File: src/rtl/axil_arbiter_mux_rd.sv
// AXI-Lite read arbiter/mux: N upstream masters share one downstream slave port.
// One read is outstanding at a time; the grant is held from AR acceptance until the R handshake.
module axil_arbiter_mux_rd #(
   parameter int unsigned NUMBER_MASTER = 2,
   parameter int unsigned ADDR_WIDTH    = 32,
   parameter int unsigned DATA_WIDTH    = 32,
   parameter int unsigned ROUND_ROBIN   = 0
) (
   input  logic                                  aclk,
   input  logic                                  areset,
   input  logic [NUMBER_MASTER*ADDR_WIDTH-1:0]   s_axil_araddr,
   input  logic [NUMBER_MASTER*3-1:0]            s_axil_arprot,
   input  logic [NUMBER_MASTER-1:0]              s_axil_arvalid,
   output logic [NUMBER_MASTER-1:0]              s_axil_arready,
   output logic [NUMBER_MASTER*DATA_WIDTH-1:0]   s_axil_rdata,
   output logic [NUMBER_MASTER*2-1:0]            s_axil_rresp,
   output logic [NUMBER_MASTER-1:0]              s_axil_rvalid,
   input  logic [NUMBER_MASTER-1:0]              s_axil_rready,
   output logic [ADDR_WIDTH-1:0]                 m_axil_araddr,
   output logic [2:0]                            m_axil_arprot,
   output logic                                  m_axil_arvalid,
   input  logic                                  m_axil_arready,
   input  logic [DATA_WIDTH-1:0]                 m_axil_rdata,
   input  logic [1:0]                            m_axil_rresp,
   input  logic                                  m_axil_rvalid,
   output logic                                  m_axil_rready,
   output logic [$clog2(NUMBER_MASTER)-1:0]      grant_rd,
   output logic                                  busy_rd
);

   localparam int unsigned GW = $clog2(NUMBER_MASTER);

   typedef enum logic [1:0] {StIdle, StAddr, StData} state_e;

   state_e          r_state, w_state_next;
   logic [GW-1:0]   r_grant, w_grant_next;
   logic [GW-1:0]   r_last_grant, w_last_grant_next;

   logic [GW-1:0]   w_lo, w_hi, w_sel;
   logic            w_lo_found, w_hi_found;

   // Request selection: lowest requester overall, and lowest requester above the last grant (RR).
   always_comb begin
      w_lo       = '0;
      w_hi       = '0;
      w_lo_found = 1'b0;
      w_hi_found = 1'b0;
      for (int i = 0; i < NUMBER_MASTER; i++) begin
         if (s_axil_arvalid[i] && !w_lo_found) begin
            w_lo       = GW'(i);
            w_lo_found = 1'b1;
         end
         if (s_axil_arvalid[i] && !w_hi_found && (GW'(i) > r_last_grant)) begin
            w_hi       = GW'(i);
            w_hi_found = 1'b1;
         end
      end
      // Round-robin wraps to the lowest requester when none lies above the last grant.
      w_sel = (ROUND_ROBIN != 0 && w_hi_found) ? w_hi : w_lo;
   end

   // FSM next state and grant bookkeeping.
   always_comb begin
      w_state_next      = r_state;
      w_grant_next      = r_grant;
      w_last_grant_next = r_last_grant;
      unique case (r_state)
         StIdle: begin
            if (|s_axil_arvalid) begin
               w_grant_next = w_sel;
               w_state_next = StAddr;
            end
         end
         StAddr: begin
            if (m_axil_arvalid && m_axil_arready) w_state_next = StData;
         end
         StData: begin
            if (m_axil_rvalid && m_axil_rready) begin
               w_state_next      = StIdle;
               w_last_grant_next = r_grant;
            end
         end
         default: w_state_next = StIdle;
      endcase
   end

   // State registers with synchronous reset; an in-flight read is simply abandoned.
   always_ff @(posedge aclk) begin
      if (areset) begin
         r_state      <= StIdle;
         r_grant      <= '0;
         r_last_grant <= GW'(NUMBER_MASTER - 1);
      end else begin
         r_state      <= w_state_next;
         r_grant      <= w_grant_next;
         r_last_grant <= w_last_grant_next;
      end
   end

   // Handshake routing and data muxing, all steered by the registered grant.
   always_comb begin
      s_axil_arready = '0;
      s_axil_rvalid  = '0;
      s_axil_rdata   = '0;
      s_axil_rresp   = '0;
      m_axil_araddr  = '0;
      m_axil_arprot  = '0;
      m_axil_arvalid = 1'b0;
      m_axil_rready  = 1'b0;
      for (int i = 0; i < NUMBER_MASTER; i++) begin
         if (GW'(i) == r_grant) begin
            m_axil_araddr                         = s_axil_araddr[i*ADDR_WIDTH +: ADDR_WIDTH];
            m_axil_arprot                         = s_axil_arprot[i*3 +: 3];
            s_axil_rdata[i*DATA_WIDTH +: DATA_WIDTH] = m_axil_rdata;
            s_axil_rresp[i*2 +: 2]                = m_axil_rresp;
            if (r_state == StAddr) begin
               m_axil_arvalid    = s_axil_arvalid[i];
               s_axil_arready[i] = m_axil_arready;
            end
            if (r_state == StData) begin
               m_axil_rready    = s_axil_rready[i];
               s_axil_rvalid[i] = m_axil_rvalid;
            end
         end
      end
   end

   assign grant_rd = r_grant;
   assign busy_rd  = (r_state != StIdle);

endmodule

File: config.mk
export PLATFORM = sky130hd
export DESIGN_NAME = axil_arbiter_mux_rd
export DESIGN_NICKNAME = d
export VERILOG_FILES = /design/src/rtl/axil_arbiter_mux_rd.sv
export SDC_FILE = /design/constraint.sdc
export NUM_CORES = 1
export LEC_CHECK = 0
export ABC_AREA = 1
export ABC_CLOCK_PERIOD_IN_PS = 950
export BUFFER_PORTS_ARGS = -buffer_cell sky130_fd_sc_hd__buf_2
export CORE_AREA = 2 2 87 89
export DETAILED_ROUTE_END_ITERATION = 6
export DIE_AREA = 0 0 89 91
export PLACE_DENSITY_LB_ADDON = 0.15
export SLEW_MARGIN = 0
export SYNTH_ARGS = -nofsm -noshare
export SYNTH_HDL_FRONTEND = slang
export SYNTH_SLANG_ARGS = --single-unit
File: constraint.sdc
create_clock -name aclk -period 0.95 [get_ports aclk]
set_input_delay 0.095 -clock aclk [delete_from_list [all_inputs] [get_ports aclk]]
set_output_delay 0.095 -clock aclk [all_outputs]
set_load 0.02 [all_outputs]
# Word-level counts from Yosys, hierarchy flattened
# Cells that the tools add are included.
classes:
  eq_ne: 5
  n_mux: 26
  reduce_logical: 9
op_table:
  columns: ["operator", "n"]
  rows:
  - ["2-to-1 mux 32 bit", 3]
  - ["2-to-1 mux 1 bit", 16]
  - ["2-to-1 mux 2 bit", 5]
  - ["!= test 2 bit, second input constant", 3]
  - ["one-hot mux 2 bit (3 select lines)", 1]
  - ["logical AND 1 bit", 3]
  - ["2-to-1 mux 3 bit", 1]
  - ["AND reduction 3 bit", 1]
  - ["== test 2 x 1 -> 1 bit, second input constant", 1]
  - ["== test 2 bit, second input constant", 1]
  - ["logical NOT 2 bit", 1]
  - ["AND reduction 2 bit", 1]
  - ["nonzero test 2 bit", 1]
  - ["OR reduction 2 bit", 1]
  - ["logical NOT 1 bit", 1]
totals:
  reg_bits: 3
  inputBits: 112
  output_inout_bits: 111

# Longest topological paths before layout
logic_depth:
  word_depth: 8
  mapped_depth: 6
  ltp_nobuf: 5

# Least setup slack after synthesis
# Ideal clock, no wire load.
synth_timing:
  path_kind: "flip-flop to output port"
  from: "register r_grant (netlist: grant_rd)"
  to: "output port s_axil_arready[1]"
  t_arrival_ns: 1.298
  required_time_ns: 0.855
  slack_ns: -0.443
  path_stages_with_launch: 5
  cell_sequence: "dfxtp_1 -> buf_4 -> inv_2 -> buf_6 -> nor3_1"
synth_via:
  elab_chain_len: 1
synth_lines:
  columns: ["element", "line", "rtl"]
  rows:
  - ["from (decl)", "36", "logic [GW-1:0] r_grant, w_grant_next;"]
  - ["from (signal assigned)", "95", "r_grant <= w_grant_next;"]
  - ["2-to-1 mux 1 bit", "111", "if (GW'(i) == r_grant) begin"]
  - ["to (decl)", "14", "output logic [NUMBER_MASTER-1:0] s_axil_arready,"]
# No other way between the ends.

# Worst setup path after layout
layout_timing:
  from: "register r_grant (netlist: grant_rd)"
  to: "output port s_axil_rdata[13]"
layout_via:
  elab_chain_len: 1
layout_lines:
  columns: ["element", "line", "rtl"]
  rows:
  - ["2-to-1 mux 32 bit", "111", null]
  - ["to (decl)", "15", "output logic [NUMBER_MASTER*DATA_WIDTH-1:0] s_axil_rdata,"]
# No other way between the ends.

==> results_dict.tcl <==
set metrics [dict create \
    p_int_mw 1.99 \
    synth_nets 407 \
    final_common_cell "buf_6" \
    cts_sinks 3 \
    p_clk_share_pct 10.4 \
    rsz0062_at_grt "true" \
    syn_inst 295 \
    rows 31 \
    hpwl_um 5310 \
    hold_violations 0 \
    slowest_delay_ns 0.35 \
    final_cell_mix "117 x buf_6, 111 x buf_2, 70 x nand2_2" \
    grt_pass1_vias 2425 \
    synth_top_cell_by_area "nand2_1" \
    route.met2.wl_um 4910 \
    coreArea_mm2 0.00714 \
    critical_path_required_ns 0.85 \
    wl_met1_um 2820 \
    synth_cell_types 13 \
    critPathKind "register to output pin" \
    reg2reg_slack_ns -0.26 \
    ys_warn_count 0 \
    drt_iter0_drc 36 \
    first_pass_iters 4 \
    place.gp.congestion 0.777 \
    antennaDiodeCount 0 \
    cpMaxStageDelayCell "dfxtp_4" \
    r2r-end "r_state[1]" \
    setup_ws_ns -0.367 \
    crit_chain "buf_12 > clkbuf_16 > buf_6 > nor2_4 > buf_6" \
    comb_power_share_pct 85.3 \
    ys_seq_area_share_pct 4.87 \
    startpoint_type "register" \
    cts_root_buffer "clkbuf_8" \
    p_seq_share_pct 4.3 \
    viasPerCell 4.07 \
    synth_area_leaders "nand2_1 45%, inv_1 24%, nor2_1 12%" \
    rr_worst_depth 7 \
    design_area_mm2 0.00431 \
    cts.clk_slew.worst_paths_ns 0.03 \
    grt_pass1_wl_um 11100 \
    fmax_ghz 0.760 \
    highest_layer "met4" \
    cp_max_fo 7 \
    sw_frac_of_total_pct 45.7 \
    antenna_found_initial 0 \
    grt_overflow_total 0 \
    power_per_cell_area_mw_per_mm2 850 \
    switchingPower_mw 1.67 \
    totalWireLength_um 8250 \
    die_y_um 91 \
    worst_hold_path.num_cells 2 \
    ctsHoldBuffers 0 \
    vias 2612 \
    port_buffers 222 \
    holdCritPathClass "primary input to register" \
    path_common_cell "buf_6" \
    htree_levels 1 \
    cp_data_arrival_time_ns 1.22 \
    outcome "finished, violations left" \
    final_cell_count_no_fill 642 \
    die_area_mm2 0.00810 \
    p_leak_nw 2.49 \
    synthToLayoutAreaGrowth_pct 249 \
    setup_viol 112 \
    synth.cell_area_mm2 0.00123 \
    fin_crit_ns 1.32 \
    ys_seq_elements 3 \
    clock_path_buffers 2 \
    grt_max_degree 27 \
    cts_tree "done" \
    netlist.area_leader.share_pct 44.7 \
    postRouteAntennaNets 0 \
    ios 223 \
    wl_per_cell_um 12.9 \
    final_nets 656 \
    worstMarginPinSlew_ns 0.213 \
    tns_ns -33.77 \
    clkLatencyLatePin_ns 0.22 \
    start_util_pct 17.3 \
    drc 0 \
    fin_worst_skew_ns 0.00180 \
    gr-usage-all-layers_pct 16.8 \
    final-max-slew-violation-count 0 \
    cap_violations 0 \
    dp.cells 622 \
    fin_crit_sh_pct 139 \
    holdPathEnd "grant_rd" \
    vdd_drop_max_uv 905 \
    p_total_mw 3.66 \
    final_layout_size_suffix_gt1_share_pct 78.5 \
    endpoint_kind "output pin" \
    cts_made_buffers 3 \
    preCtsSetupSlack_ns -0.191 \
    min_from "areset" \
    violations "setup timing" \
    hold_ws_ns 0.0891 \
    fin_util_pct 60.3 \
    slew-limit-headroom_pct 85.8 \
    reg2reg_from "grant_rd" \
    place_area_mm2 0.00297 \
    route.met3.wl_um 457 \
    fp.dieW_um 89 \
    synth.avg_cell_area_um2 4.18 \
]
[how the worst max path moves through the flow]
stage	from	end	slack (ns)
after floorplan	grant_rd	m_axil_araddr[12]	-0.10
after global placement	grant_rd	s_axil_rdata[2]	-0.18
after detailed placement	grant_rd	s_axil_rdata[2]	-0.19
after CTS	grant_rd	s_axil_rvalid[0]	-0.38
after global routing	grant_rd	s_axil_rdata[27]	-0.40
final	grant_rd	s_axil_rdata[13]	-0.37
[cells by family after synthesis]
kind of cell	share of synthesized area, %
AO/OA/AOI/OAI	2.84
buffers and inverters	33.5
flip-flops	4.87
AND/OR/NAND/NOR	58.8
[registers in the layout, summed over array words and instances, names as in the netlist]
| name | flops |
|---|---|
| r_state | 2 |
| grant_rd | 1 |
[timing repair]
item | 4_1_cts | 5_1_grt
endpoints found under the setup margin | 113 | 114
pin swaps | 8 | 9
gates resized for setup | 222 | 91
buffers inserted | 6 | 2
cloned | 4 | 5
[cell usage after synthesis]
library cell  count
buf_2             9
dfxtp_1           3
inv_1            78
buf_4             2
nor2_1           38
nand4_1           1
nand2_1         147
a21oi_1           3
o21ai_0           1
inv_2             1
o21bai_1          2
nor3_1            5
buf_6             5
[worst max-delay path, delay by kind of cell, from the launching register on]
| family | cells | cell delay [ns] |
|---|---|---|
| buf+inv | 4 | 0.56 |
| simple gates | 1 | 0.09 |
| flops | 1 | 0.35 |
[area by class of cell]
cell class / count / area (um^2)
Timing Repair Buffer: 260 / 2410
Clock buffer: 4 / 45.0
Multi-Input combinational cell: 197 / 1350
Sequential cell: 3 / 66.3
Tap cell: 99 / 124
Fill cell: 656 / 2830
Inverter: 79 / 313
[power groups by stage]
stage	combinational (mW)	clock, mW	sequential [mW]
global route	3.31	0.408	0.159
detailed placement	2.08	0	0.156
global placement	2.07	0	0.155
CTS	2.80	0.388	0.157
floorplan	1.33	0	0.151
finish	3.12	0.379	0.158
[per-layer routing]
metal	up-vias	track usage, %
met5	-	0
li1	1308	-
met1	1200	16.2
met4	0	3.23
met2	98	35.8
met3	6	2.18
No activity file was read; power rests on OpenSTA's default activity.
